--- src/rtl/pc_fetch_unit_if.sv ---
// Bundles the signals between the fetch unit and its surroundings.
// The instruction memory and the control unit sit on one side and the
// PC/fetch unit on the other.
//   master : PC/fetch unit side (drives ia, imem_req, pc_plus4, irq, PC31)
//   slave  : control unit / instruction memory / interrupt source side
interface pc_fetch_unit_if;
    logic        irq_in;      // external interrupt request, asynchronous level
    logic        stall;       // hazard/memory stall, holds the PC
    logic        imem_ready;  // word at ia returned this cycle
    logic        branch;      // active-low branch-taken from the control unit
    logic [1:0]  jump;        // 01 = j/jal, 10 = jr, others = none
    logic [1:0]  PCSel;       // 11 = illegal-opcode trap
    logic [15:0] br_offset;   // branch displacement in words
    logic [25:0] jtarget;     // instruction[25:0]
    logic [31:0] jr_addr;     // register rs value
    logic [31:0] ia;          // current fetch address
    logic        imem_req;    // fetch request
    logic [31:0] pc_plus4;    // link value
    logic        irq;         // pending interrupt to the control unit
    logic        PC31;        // supervisor flag, equals ia[31]

    modport master (
        input  irq_in, stall, imem_ready, branch, jump, PCSel,
               br_offset, jtarget, jr_addr,
        output ia, imem_req, pc_plus4, irq, PC31
    );

    modport slave (
        output irq_in, stall, imem_ready, branch, jump, PCSel,
               br_offset, jtarget, jr_addr,
        input  ia, imem_req, pc_plus4, irq, PC31
    );
endinterface

--- src/rtl/pc_fetch_unit.sv ---
// Program counter and next-address stage feeding the instruction decoder.
// Holds the fetch address, selects the next PC from the control unit's
// branch/jump/PCSel outputs, and synchronises and latches the external
// interrupt. Bit 31 of the PC is the supervisor flag; interrupts are held
// pending (not taken) while it is set.
//   clk   : system clock, rising edge
//   reset : asynchronous, active-low
//   bus   : pc_fetch_unit_if.master (control inputs, fetch outputs)
module pc_fetch_unit #(
    parameter logic [31:0] RESET_VEC = 32'h8000_0000,
    parameter logic [31:0] ILLOP_VEC = 32'h8000_0004,
    parameter logic [31:0] XADDR_VEC = 32'h8000_0008
) (
    input logic             clk,
    input logic             reset,
    pc_fetch_unit_if.master bus
);

    logic [31:0]        ia_q, ia_d;
    logic               irq_q, irq_d;
    logic               req_q;
    logic               sync1_q, sync2_q, hist_q;

    logic [31:0]        pc_plus4;
    logic signed [31:0] br_disp;
    logic [31:0]        br_target;
    logic [31:0]        next_pc;
    logic               advance;
    logic               take_irq;
    logic               irq_edge;

    // Stage 0: next-address selection
    always_comb begin
        // Increment touches only bits 30:0 so the supervisor flag survives wrap.
        pc_plus4  = {ia_q[31], ia_q[30:0] + 31'd4};
        br_disp   = {{14{bus.br_offset[15]}}, bus.br_offset, 2'b00};
        br_target = {ia_q[31], pc_plus4[30:0] + br_disp[30:0]};
        advance   = bus.imem_ready & ~bus.stall;
        take_irq  = irq_q & ~ia_q[31];
        irq_edge  = sync2_q & ~hist_q;

        if (take_irq) begin
            next_pc = XADDR_VEC;
        end else if (bus.PCSel == 2'b11) begin
            next_pc = ILLOP_VEC;
        end else if (bus.jump == 2'b01) begin
            next_pc = {ia_q[31], pc_plus4[30:28], bus.jtarget, 2'b00};
        end else if (bus.jump == 2'b10) begin
            // jr may drop out of supervisor mode but can never enter it.
            next_pc = {bus.jr_addr[31] & ia_q[31], bus.jr_addr[30:2], 2'b00};
        end else if (!bus.branch) begin
            next_pc = br_target;
        end else begin
            next_pc = pc_plus4;
        end

        ia_d  = advance ? next_pc : ia_q;
        // A fresh edge wins over the clear so no request is ever lost.
        irq_d = irq_edge | (irq_q & ~(advance & take_irq));
    end

    // Stage 1: architectural state and interrupt synchroniser
    always_ff @(posedge clk or negedge reset) begin
        if (!reset) begin
            ia_q    <= RESET_VEC;
            irq_q   <= 1'b0;
            req_q   <= 1'b0;
            sync1_q <= 1'b0;
            sync2_q <= 1'b0;
            hist_q  <= 1'b0;
        end else begin
            ia_q    <= ia_d;
            irq_q   <= irq_d;
            req_q   <= 1'b1;
            sync1_q <= bus.irq_in;
            sync2_q <= sync1_q;
            hist_q  <= sync2_q;
        end
    end

    assign bus.ia       = ia_q;
    assign bus.imem_req = req_q;
    assign bus.pc_plus4 = pc_plus4;
    assign bus.irq      = irq_q;
    assign bus.PC31     = ia_q[31];

endmodule

--- src/flat_wrapper.sv ---
// flat-port wrapper written by rule: the top's interface ports become plain ports
module pc_fetch_unit_flat 
#(
    parameter logic [31:0] RESET_VEC = 32'h8000_0000,
    parameter logic [31:0] ILLOP_VEC = 32'h8000_0004,
    parameter logic [31:0] XADDR_VEC = 32'h8000_0008
)
  (clk, reset, bus_irq_in, bus_stall, bus_imem_ready, bus_branch, bus_jump, bus_PCSel, bus_br_offset, bus_jtarget, bus_jr_addr, bus_ia, bus_imem_req, bus_pc_plus4, bus_irq, bus_PC31);
  pc_fetch_unit_if bus_i ();
  input logic clk;
  input logic reset;
  input wire logic [$bits(bus_i.irq_in)-1:0] bus_irq_in;
  input wire logic [$bits(bus_i.stall)-1:0] bus_stall;
  input wire logic [$bits(bus_i.imem_ready)-1:0] bus_imem_ready;
  input wire logic [$bits(bus_i.branch)-1:0] bus_branch;
  input wire logic [$bits(bus_i.jump)-1:0] bus_jump;
  input wire logic [$bits(bus_i.PCSel)-1:0] bus_PCSel;
  input wire logic [$bits(bus_i.br_offset)-1:0] bus_br_offset;
  input wire logic [$bits(bus_i.jtarget)-1:0] bus_jtarget;
  input wire logic [$bits(bus_i.jr_addr)-1:0] bus_jr_addr;
  output wire logic [$bits(bus_i.ia)-1:0] bus_ia;
  output wire logic [$bits(bus_i.imem_req)-1:0] bus_imem_req;
  output wire logic [$bits(bus_i.pc_plus4)-1:0] bus_pc_plus4;
  output wire logic [$bits(bus_i.irq)-1:0] bus_irq;
  output wire logic [$bits(bus_i.PC31)-1:0] bus_PC31;
  assign bus_i.irq_in = bus_irq_in;
  assign bus_i.stall = bus_stall;
  assign bus_i.imem_ready = bus_imem_ready;
  assign bus_i.branch = bus_branch;
  assign bus_i.jump = bus_jump;
  assign bus_i.PCSel = bus_PCSel;
  assign bus_i.br_offset = bus_br_offset;
  assign bus_i.jtarget = bus_jtarget;
  assign bus_i.jr_addr = bus_jr_addr;
  assign bus_ia = bus_i.ia;
  assign bus_imem_req = bus_i.imem_req;
  assign bus_pc_plus4 = bus_i.pc_plus4;
  assign bus_irq = bus_i.irq;
  assign bus_PC31 = bus_i.PC31;
  pc_fetch_unit #(.RESET_VEC(RESET_VEC), .ILLOP_VEC(ILLOP_VEC), .XADDR_VEC(XADDR_VEC)) u_core (.clk(clk), .reset(reset), .bus(bus_i));
endmodule
--- config.mk ---
export PLATFORM = sky130hd
export DESIGN_NAME = pc_fetch_unit_flat
export DESIGN_NICKNAME = d
export VERILOG_FILES = /design/src/rtl/pc_fetch_unit_if.sv /design/src/rtl/pc_fetch_unit.sv /design/src/flat_wrapper.sv
export SDC_FILE = /design/constraint.sdc
export NUM_CORES = 1
export LEC_CHECK = 0
export CORE_UTILIZATION = 52
export DETAILED_ROUTE_END_ITERATION = 7
export PLACE_DENSITY = 0.95
export RECOVER_POWER = 100
export SYNTH_ARGS = -nofsm -noshare
export SYNTH_HDL_FRONTEND = slang
export SYNTH_SLANG_ARGS = --single-unit
--- constraint.sdc ---
create_clock -name clk -period 10.8 [get_ports clk]
set_clock_uncertainty 0.15 [all_clocks]
set_input_delay 3.24 -clock clk [delete_from_list [all_inputs] [get_ports clk]]
set_output_delay 3.24 -clock clk [all_outputs]
set_load 0.02 [all_outputs]
After elaboration in Yosys (flattened, before gate mapping)
Cells that the tools add are included.
W data, S select, Z words.
{ "word_totals": {"elab_cells": 31, "reg_bits": 37, "inputBits": 84, "out_inout_bits": 67} }
{ "classes": {"mux": 5, "addsub": 2, "reduce_logical": 2, "bitwise": 11, "eq_ne": 4} }
{ "ops": {"columns": ["op", "count"], "rows": [
  ["$mux W32", 4],
  ["$add A31 B3 Y31 const B", 1],
  ["$add A31 B31 Y31", 1],
  ["$mux W31", 1],
  ["$and A1 B1 Y1", 6],
  ["$eq A2 B2 Y1 const B", 2],
  ["$not A1 Y1", 4],
  ["$ne A3 B1 Y1 const B", 1],
  ["$reduce_and A3 Y1", 1],
  ["$reduce_bool A3 Y1", 1],
  ["$eq A2 B1 Y1 const B", 1],
  ["$or A1 B1 Y1", 1]
]} }

Logic depth before layout (Yosys ltp)
Gate-level depths: netlist of run 1.
{ "depth": {"word_depth": 7, "depth_mapped": 16, "depth_no_buf": 16} }

Worst setup path after synthesis of run 1
OpenSTA, ideal clock, no wires.
{ "synth_path": {"path_kind": "input-to-reg", "startpoint": "input bus_br_offset[0]", "endpoint": "register u_core.ia_q[18], in the netlist u_core.bus.ia[18]", "n_path_buf": 0, "t_required_ps": 10529, "path_slack_ps": 5272, "setup_time_ps": 121, "path_stages": 11, "t_arrival_ps": 5257, "path_cell_list": "ha_1 inv_1 fa_1 nor2b_1 o31a_1 o211ai_1 a21oi_1 or4_1 a31oi_1 o311ai_1 a22o_1"} }
{ "synth_between": {"elab_chain_cells": 6} }
{ "synth_rtl": {"columns": ["element", "line_no", "rtl"], "rows": [
  ["start, declared", "flat_wrapper.sv:18", "input wire logic [$bits(bus_i.br_offset)-1:0] bus_br_offset;"],
  ["$add A31 B31 Y31", "pc_fetch_unit.sv:37", "br_target = {ia_q[31], pc_plus4[30:0] + br_disp[30:0]};"],
  ["$mux W31", "pc_fetch_unit.sv:51", "end else if (!bus.branch) begin"],
  ["$mux W32", "pc_fetch_unit.sv:48", "end else if (bus.jump == 2'b10) begin"],
  ["$mux W32", "pc_fetch_unit.sv:46", "end else if (bus.jump == 2'b01) begin"],
  ["$mux W32", "pc_fetch_unit.sv:44", "end else if (bus.PCSel == 2'b11) begin"],
  ["$mux W32", "pc_fetch_unit.sv:42", "if (take_irq) begin"],
  ["end signal, assigned", "pc_fetch_unit.sv:72", "ia_q <= ia_d;"],
  ["end, declared", "pc_fetch_unit.sv:19", "logic [31:0] ia_q, ia_d;"]
]} }
No other way between the ends. The select of a mux whose other input is x is not followed.
A chain may end at the register's enable or synchronous reset.

Worst setup path after layout of run 1
{ "layout_path": {"startpoint": "input bus_jump[0]", "endpoint": "register u_core.ia_q[27], in the netlist u_core.bus.ia[27]"} }
{ "layout_between": {"elab_chain_cells": 5, "word_cells_on_any_way": 6, "classes_between": "eq/ne (2); mux (4)"} }
{ "layout_rtl": {"columns": ["element", "line_no", "rtl"], "rows": [
  ["start, declared", "flat_wrapper.sv:16", "input wire logic [$bits(bus_i.jump)-1:0] bus_jump;"],
  ["$eq A2 B2 Y1", "pc_fetch_unit.sv:48", null],
  ["$mux W32", "pc_fetch_unit.sv:48", null],
  ["$mux W32 (*)", "pc_fetch_unit.sv:46", null],
  ["$mux W32 (*)", "pc_fetch_unit.sv:44", null],
  ["$mux W32 (*)", "pc_fetch_unit.sv:42", null]
]} }
Mark *: on every way between the ends. The rest lies on a longest branch, timed or not. The select of a mux whose other input is x is not followed.

==> impl_results.md, run 1 <==
* Pleak at 2.68 nW
* CTS root buffer: clkbuf_8
* Slew headroom at -34.3%
* Number of synthesized flops with an enable pin at 0
* Syn. warnings at 0
* Placed cell area at 6050 sq um
* Final setup fails at 0
* Crit-path leading delay family: simple AND/OR/NAND/NOR gates
* VDD IR max at 0.109 mV
* Slew Viols, Final at 113
* Drt wl/cell at 19.6 um
* GP Congestion at 1.04
* Drt pass-1 iters at 5
* Critical path's largest stage delay at 1.04 ns
* Mapped cell area at 4710 sq um
* Initial Utilization at 53.8%
* # hold bufs at CTS at 0
* RSZ-0062 raised after global routing: false
* Largest net degree at the start of global routing at 40
* Die area at 9440 sq um
* Post-DP HPWL at 12,600 um
* Max-Cap Viols at 3
* Crit Path Class: input port to register
* Max Buffers Root-to-Sink at 2
* F_max at 140 MHz
* Placement Rows at 34
* Violated checks: capacitance limit, slew limit
* Synth Area per Inst at 7.59 sq um
* H-tree depth at 2
* Worst path slowest cell: dlygate4sd3_1
* Clock Latency Late Sink at 0.30 ns
* Crit Path Max Fanout at 22
* Final antenna-violating net count at 0
* Post-CTS setup buffer count at 0
* Worst path arrival time at 7.19 ns
* CTS Buf Count at 5
* Primary FF master, synth: dfrtp_1
* Cells after synthesis at 621
* CTS tree: done
* CTS clk-pin slew, worst paths at 0.08 ns
* N_diodes at 0
* Total Routing Usage GR at 34.1%
* Critical Path Sink Type: register
* Synth cell types at 78
* Total Power at 1.13 mW
* Pwr dens at 185 nW/um^2
* Fraction of layout cells with a size suffix above 1 at 3.78%
* CP bufs+invs at 2
* Setup WS post-layout at 3.65 ns
* Core Footprint at 8760 sq um
* Die height at 97.2 um
* Setup WS pre-CTS at 3.72 ns
* Most instantiated cells after synthesis: nand2_1 (60), a21oi_1 (56), nor2_1 (52), o21ai_0 (39)
* Global route overflow at 0
* Yosys top cell by area: dfrtp_1
* CTS Sinks at 35
* Sequential element share of the synthesized area at 18.6%
* DRT iter0 DRCs at 534
* Critical Path RT at 10.83 ns
* Die X at 97.2 um
* Final Routed Wirelength at 16,600 um
* Post-synth top area share at 18.1%
* Vias per cell at 6.57
* Io pins at 151
* Status: finished, violations left
* Layout Area Growth over Synthesis at 29.9%
* Worst Max-Slew Pin Slew at 2.01 ns
* Initial antenna violation count at 0
* DRC Markers at 0
* Number of global-route vias before repair at 5,233
* Port bufs at 144
* Final Cycle Share at 66.2%
* Vias at 5,571
* Final hold vios at 0
* Setup TNS at 0 ns
* Count leader, synth: nand2_1
* Dominant cells by area after synthesis: dfrtp_1 (18%), ha_1 (9.0%), a21oi_1 (5.9%)
* Tmin final at 7.15 ns
* Synthesized flop and latch total at 35
* Synth async-reset ratio at 100%
* CP cell instances: dlygate4sd3_1 -> inv_1 -> nand2_1 -> nand2_1 -> nor2_1 -> nand2_1 -> or4b_2 -> o221ai_1 -> nor3b_1
* Most frequent CP cell: nand2_1
* First-pass GRT wire length at 26,200 um
* Post-route cell area at 6120 sq um
* Nets at 858
* HP Class: register to register
* Post_cts resized at 0
* Startpoint Class: input port
## logic make-up (layout without fill, tap and decap cells)
group           after synthesis  in the layout  synth area share, %
xor+xnor                     41             41                 7.62
compound gates              215            215                 30.4
simple gates                217            217                 23.3
flops                        35             35                 18.6
mux                          13             13                 2.79
buf+inv                      63            179                 7.62
fa+ha+maj                    35             35                 9.46
other cells                   2              5                0.159
## final timing paths
check	endpoint	depth (start not counted)	startpoint	slack (ns)
min in group asynchronous	u_core.bus.ia[23]$_DFFE_PN0P_	1	reset	3.35
setup / recovery	u_core.bus.ia[27]$_DFFE_PN0P_	9	bus_jump[0]	3.65
setup reg to reg	u_core.bus.ia[30]$_DFFE_PN0P_	14	u_core.bus.ia[2]$_DFFE_PN0P_	6.07
hold reg to reg	u_core.sync2_q$_DFF_PN0_	0	u_core.sync1_q$_DFF_PN0_	0.21
max in group asynchronous	u_core.bus.ia[30]$_DFFE_PN0P_	1	reset	5.98
hold / removal	u_core.sync2_q$_DFF_PN0_	0	u_core.sync1_q$_DFF_PN0_	0.21
## routing by layer
metal | up-vias | wire [um] | track usage (%)
met1 | 2626 | 6630 | 46.0
met4 | 0 | 375 | 7.92
met3 | 43 | 1840 | 5.61
met5 | - | 0 | 0
li1 | 2551 | - | -
met2 | 351 | 7770 | 56.8
## final cells by class
| cell class | instances | area [sq um] |
|---|---|---|
| Inverter | 23 | 86.3 |
| Tap cell | 108 | 135 |
| Clock inverter | 1 | 5.00 |
| Clock buffer | 7 | 76.3 |
| Fill cell | 766 | 2650 |
| Sequential cell | 35 | 877 |
| Multi-Input combinational cell | 526 | 3480 |
| Timing Repair Buffer | 148 | 1450 |
## flip-flops by register name, indices dropped and copies added (netlist names)
signal and flops:
u_core.sync1_q 1, u_core.bus.irq 1, u_core.bus.imem_req 1, u_core.sync2_q 1, u_core.bus.ia 30, u_core.hist_q 1
## layout by cell type (no fill, tap or decap), types with 4 or more instances in the layout
cell type	count
a211oi_1	8
nand2b_1	5
ha_1	34
a21o_1	14
o211ai_1	10
nor3_1	15
o2111ai_1	4
nor2_1	52
inv_1	23
a22o_1	10
o211a_1	4
dfrtp_1	34
or2_2	6
xnor2_1	25
and4_1	4
a31oi_1	5
o22ai_1	6
mux2i_1	12
nand4_1	15
clkbuf_1	6
dlygate4sd3_1	67
o311ai_0	4
nand2_1	61
nand3_1	18
a22oi_1	5
a21oi_1	56
and3_1	6
clkbuf_8	5
clkdlybuf4s50_1	76
o21a_1	7
o21ai_0	39
o221ai_1	11
o31ai_1	8
xor2_1	16
nor2b_1	7
conb_1	5
## through the flow
stage / hold slack [ns] / utilization [%] / instances
floorplan: 0.181 / - / 624
global placement: 0.187 / 69.0 / 840
detailed placement: 0.193 / 69.0 / 840
CTS: 0.208 / 70.0 / 848
global route: 0.211 / 69.8 / 848
finish: 0.206 / 69.8 / 848
## where the power goes
group	internal (mW)	switching [mW]	leakage, nW
logic	0.334	0.466	2.19
clock network	0.0454	0.0521	0.0422
registers	0.168	0.0642	0.444
No activity file was read; power rests on OpenSTA's default activity.
==> run 2, diff against run 1 <==
- CORE_UTILIZATION: 52 -> 48
- PLACE_DENSITY: 0.95 -> 0.94
- clock period: 10.8 -> 7.05 ns (I/O delays scaled with it)
==> run 2 against run 1 <==
Effect of this change:
- critical endpoint is now u_core.bus.ia[29]$_DFFE_PN0P_
- clock power rose by 84%
- core utilization fell by 3.5 points
- highest routed layer unchanged
- final cell count rose by 3.2%
- via count fell by 0.79%
- wire length rose by 3.4%
- the flow still finishes with violations (capacitance limit, slew limit)
- power rose by 54%
==> impl_results.md, run 2 (synthesis results as in run 1) <==
* Clock network power share at 10.3% (+1.7 points)
* Vias at 5,527 (-0.79%)
* Slew Viols, Final at 76 (-33%)
* Initial Utilization at 50.3% (-3.5 points)
* Worst Max-Slew Pin Slew at 2.18 ns (+0.163 ns)
* H-tree depth at 2 (unchanged)
* Global route overflow at 0 (unchanged)
* Layout Area Growth over Synthesis at 32.0%
* CTS clk-pin slew, worst paths at 0.07 ns (about the same)
* Drt pass-1 iters at 5 (unchanged)
* Crit Path Max Fanout at 39 (+77%)
* Total Routing Usage GR at 34.1% (+0.039 points)
* VDD IR max at 0.145 mV (+33%)
* Placement Rows at 35 (+2.9%)
* Drt wl/cell at 19.7 um (+0.25%)
* GP Congestion at 0.996 (-4.4%)
* CTS Sinks at 35 (unchanged)
* Final antenna-violating net count at 0 (unchanged)
* Gate power share at 69.4% (-1.4 points)
* Pleak at 2.72 nW (+1.5%)
* Tmin final at 6.07 ns
* Pwr dens at 280 nW/um^2 (+52%)
* Final setup fails at 0 (unchanged)
* Slew headroom at -45.2% (-11 points)
* Final hold vios at 0 (unchanged)
* Largest net degree at the start of global routing at 40 (unchanged)
* Die height at 101 um (+4.0%)
* Filler cells at 798 (+4.2%)
* Reg power frac at 20.3% (-0.3 points)
* Internal power at 0.863 mW (+57%)
* N_diodes at 0 (unchanged)
* Initial antenna violation count at 0 (unchanged)
* Final Cycle Share at 86.1%
* CTS Buf Count at 5 (unchanged)
* RSZ-0062 raised after global routing: false
* Violated checks: capacitance limit, slew limit
* Die X at 101 um (+4.0%)
* Layout Cells excl Fill at 875 (+3.2%)
* Critical Path Sink Type: register
* DRT iter0 DRCs at 446 (-16%)
* Setup TNS at 0 ns (unchanged)
* Setup WS post-layout at 0.977 ns (-2.67 ns)
* Startpoint Class: input port
* Post_cts resized at 0 (unchanged)
* Most common cell after layout, fill and taps aside: clkdlybuf4s50_1
* Vias per cell at 6.32 (-3.9%)
* Most frequent cells in the layout: clkdlybuf4s50_1 (77), dlygate4sd3_1 (67), nand2_1 (60), a21oi_1 (56), nor2_1 (52)
* DRC Markers at 0 (unchanged)
* HP Class: register to register
* Status: finished, violations left
* Placed Cells at 867 (+3.2%)
* Setup WS pre-CTS at 1.39 ns (-2.34 ns)
* First-pass GRT wire length at 27,100 um (+3.2%)
* Critical path startpoint: bus_stall
* CTS root buffer: clkbuf_8
* Die area at 10,200 sq um (+8.2%)
* Net switching power at 0.878 mW (+51%)
* Worst R2R Start: u_core.bus.ia[5]$_DFFE_PN0P_
* Port bufs at 144 (unchanged)
* Crit Path Class: input port to register
* Io pins at 151 (unchanged)
* # hold bufs at CTS at 0 (unchanged)
* Area taken by multi-input logic gates at 3490 sq um (about the same)
* Post-CTS setup buffer count at 0 (unchanged)
* Core Footprint at 9370 sq um (+6.9%)
* Hold Startpoint: u_core.sync1_q$_DFF_PN0_
* Critical Path RT at 7.08 ns (-3.75 ns)
* Max FFs per register at 30 (unchanged)
* Clock Latency Late Sink at 0.31 ns (about the same)
* Max Buffers Root-to-Sink at 2 (unchanged)
* Nets at 864 (+0.70%)
* Sequential cell area at 877 sq um (unchanged)
* F_max at 165 MHz
* Switching Share at 50.4% (-1.1 points)
* Worst path arrival time at 6.10 ns (-1.09 ns)
* Final Routed Wirelength at 17,200 um (+3.4%)
* Fraction of layout cells with a size suffix above 1 at 4.83% (+1.0 points)
* Post-DP HPWL at 12,700 um (+1.1%)
* Max-Cap Viols at 2 (-1)
* Number of global-route vias before repair at 5,440 (+4.0%)
* CTS tree: done
## run 2: cell type report
class / count / share of cell area [%]
multi-input cells: 526 / 56.1
repair buffers: 154 / 24.2
flip-flops and latches: 35 / 14.1
well taps: 129 / 2.60
clock buffers: 8 / 1.61
inverters: 23 / 1.39
## run 2: layer usage
metal / GRT usage, % / part of all wire [%] / wire length (um)
met1: 44.1 / 41 / 7130
met2: 55.8 / 47 / 8010
met5: 0 / 0 / 0
met3: 5.69 / 8.6 / 1480
met4: 14.9 / 3.4 / 580
## run 2: worst max-delay path, cell delays in order
cell	delay, ns
dlygate4sd3_1	0.51
nand2b_1	0.09
clkbuf_1	1.47
nand2b_1	0.28
or2_0	0.79
nor2_1	0.34
a22o_1	0.27
a31oi_1	0.13
o21ai_0	0.10
## run 2: per-stage QoR
stage               hold WS (ns)  total power, mW  util (%)  area, sq um
finish                     0.217             1.74      66.3         6220
global route               0.218             1.85      66.3         6220
CTS                        0.217             1.77      66.4         6230
detailed placement         0.186             1.58      65.4         6130
global placement           0.192             1.55      65.4         6130
floorplan                  0.181             1.15         -         4720
## run 2: path summary, 6_finish.rpt
kind | slack (ns) | end | cells past startpoint
hold / removal | 0.22 | u_core.sync2_q$_DFF_PN0_ | 0
hold reg to reg | 0.22 | u_core.sync2_q$_DFF_PN0_ | 0
max in group asynchronous | 2.67 | u_core.bus.ia[29]$_DFFE_PN0P_ | 2
setup / recovery | 0.98 | u_core.bus.ia[29]$_DFFE_PN0P_ | 9
setup reg to reg | 2.26 | u_core.bus.ia[30]$_DFFE_PN0P_ | 13
min in group asynchronous | 2.83 | u_core.bus.ia[25]$_DFFE_PN0P_ | 2
## run 2: power groups by stage
stage               sequential (mW)  combinational, mW  clock (mW)
floorplan                     0.396              0.751           0
global placement              0.351               1.20           0
detailed placement            0.356               1.23           0
CTS                           0.353               1.24       0.177
global route                  0.363               1.31       0.184
finish                        0.354               1.21       0.179
==> run 3, diff against run 2 <==
- CORE_ASPECT_RATIO: unset -> 1.25
==> run 3 against run 2 <==
Effect of this change:
- the run still ends with capacitance limit, slew limit left
- hold slack lost 0.011 ns
- wire length grew 2.0%
- sequential share of layout area shrank 0.12 points
- clock power grew 46%
- fmax grew 3.8%
- register-to-register slack gained 0.06 ns
- combinational power is essentially flat
- clock-buffer cell count shrank 2
- core utilization shrank 0.77 points
==> impl_results.md, run 3 (synthesis results as in run 1) <==
* Global route overflow at 0 (unchanged)
* Final antenna-violating net count at 0 (unchanged)
* Pwr dens at 297 nW/um^2 (+6.1%)
* RSZ-0062 raised after global routing: false
* Filler cells at 825 (+3.4%)
* Total Routing Usage GR at 34.1% (+0.055 points)
* First-pass GRT wire length at 27,600 um (+1.9%)
* F_max at 171 MHz (+3.8%)
* CTS root buffer: clkbuf_16
* Violated checks: capacitance limit, slew limit
* Final setup fails at 0 (unchanged)
* Core Footprint at 9560 sq um (+2.0%)
* H-tree depth at 2 (unchanged)
* Slew headroom at -35.1% (+10 points)
* Port bufs at 144 (unchanged)
* Max-Cap Viols at 2 (unchanged)
* Io pins at 151 (unchanged)
* Max Buffers Root-to-Sink at 2 (unchanged)
* Clock Latency Late Sink at 0.28 ns (-0.03 ns)
* HP Class: register to register
* Worst R2R Start: u_core.bus.ia[10]$_DFFE_PN0P_
* # hold bufs at CTS at 0 (unchanged)
* Sequential cell area at 877 sq um (unchanged)
* Post-DP HPWL at 13,400 um (+4.9%)
* Largest net degree at the start of global routing at 40 (unchanged)
* Final Cycle Share at 83.0% (-3.2 points)
* Crit Path Class: input port to register
* GP Congestion at 0.932 (-6.4%)
* Crit Path Max Fanout at 12 (-69%)
* Final hold vios at 0 (unchanged)
* Area taken by multi-input logic gates at 3490 sq um (unchanged)
* Worst Max-Slew Pin Slew at 2.03 ns (-0.151 ns)
* CTS clk-pin slew, worst paths at 0.06 ns (about the same)
* Vias per cell at 6.50 (+2.8%)
* Placement Rows at 40 (+14%)
* Critical Path RT at 7.06 ns (-0.02 ns)
* Number of global-route vias before repair at 5,478 (+0.70%)
* Fraction of layout cells with a size suffix above 1 at 4.57% (-0.26 points)
* Worst path arrival time at 5.87 ns (-0.23 ns)
* Slew Viols, Final at 76 (unchanged)
* Initial antenna violation count at 0 (unchanged)
* VDD IR max at 0.159 mV (+9.9%)
* DRT iter0 DRCs at 447 (+0.22%)
* Startpoint Class: input port
* CTS Buf Count at 5 (unchanged)
* Drt pass-1 iters at 5 (unchanged)
* Die height at 113 um (+12%)
* Total Power at 1.86 mW (+6.9%)
* Setup TNS at 0 ns (unchanged)
* Post_cts resized at 0 (unchanged)
* N_diodes at 0 (unchanged)
* DRC Markers at 0 (unchanged)
* Most common cell after layout, fill and taps aside: clkdlybuf4s50_1
* Nets at 862 (-0.23%)
* Max FFs per register at 30 (unchanged)
* Post-CTS setup buffer count at 0 (unchanged)
* CTS Sinks at 35 (unchanged)
* Initial Utilization at 49.3% (-0.99 points)
* CTS tree: done
* Die area at 10,200 sq um (about the same)
* Die X at 90.6 um (-10%)
* Critical path startpoint: bus_br_offset[15]
* Critical Path Sink Type: register
* Tmin final at 5.85 ns (-0.223 ns)
* Pleak at 2.74 nW (+0.82%)
* Drt wl/cell at 20.2 um (+2.6%)
* Status: finished, violations left
* Vias at 5,651 (+2.2%)
* Hold Startpoint: u_core.sync1_q$_DFF_PN0_
* Final Routed Wirelength at 17,500 um (+2.0%)
* Utilization after layout at 65.6% (-0.77 points)
* Layout Area Growth over Synthesis at 33.0%
* Most frequent cells in the layout: clkdlybuf4s50_1 (76), dlygate4sd3_1 (68), nand2_1 (60), a21oi_1 (56), nor2_1 (52)
-- run 3: cell type report --
type,instances,area share [%]
Clock buffer,6,2.22
Multi-Input combinational cell,526,55.6
Timing Repair Buffer,152,23.7
Sequential cell,35,14.0
Inverter,23,1.38
Clock inverter,2,0.559
Tap cell,126,2.52
-- run 3: per-layer routing --
layer	wire, um	track usage, %
met3	1440	5.78
met5	0	0
met1	6360	39.0
met4	1270	24.3
met2	8470	57.8
-- run 3: path summary, 6_finish.rpt --
path	end	cells after the start	slack, ns
worst max register to register	u_core.bus.ia[30]$_DFFE_PN0P_	14	2.32
worst min register to register	u_core.sync2_q$_DFF_PN0_	0	0.21
worst min-delay path	u_core.sync2_q$_DFF_PN0_	0	0.21
max in group asynchronous	u_core.bus.ia[10]$_DFFE_PN0P_	2	2.78
worst max-delay path	u_core.bus.ia[30]$_DFFE_PN0P_	11	1.20
min in group asynchronous	u_core.bus.ia[26]$_DFFE_PN0P_	2	2.80
-- run 3: critical path, cell delays in order --
cell and delay [ns]:
dlygate4sd3_1 0.81, clkbuf_1 0.53, ha_1 0.38, a21oi_1 0.23, o21ai_0 0.13, a2111oi_0 0.50, o21ai_0 0.27, o2111ai_1 0.29
o211ai_1 0.14, nand2b_1 0.16, a221o_1 0.31
-- run 3: stage by stage --
step / setup slack [ns] / hold slack, ns / std cells / area [sq um]
4_1_cts: 1.62 / 0.205 / 870 / 6280
2_1_floorplan: 2.65 / 0.181 / 624 / 4720
3_3_place_gp: 1.51 / 0.185 / 862 / 6110
3_5_place_dp: 1.38 / 0.192 / 862 / 6110
5_1_grt: 1.00 / 0.219 / 870 / 6270
6_report: 1.20 / 0.207 / 870 / 6270
-- run 3: where the power goes --
group	total, mW	leakage, nW	internal (mW)	switching [mW]
Combinational	1.24	2.21	0.514	0.730
Sequential	0.356	0.444	0.259	0.0977
Clock	0.262	0.0868	0.176	0.0864
Total	1.86	2.74	0.949	0.914
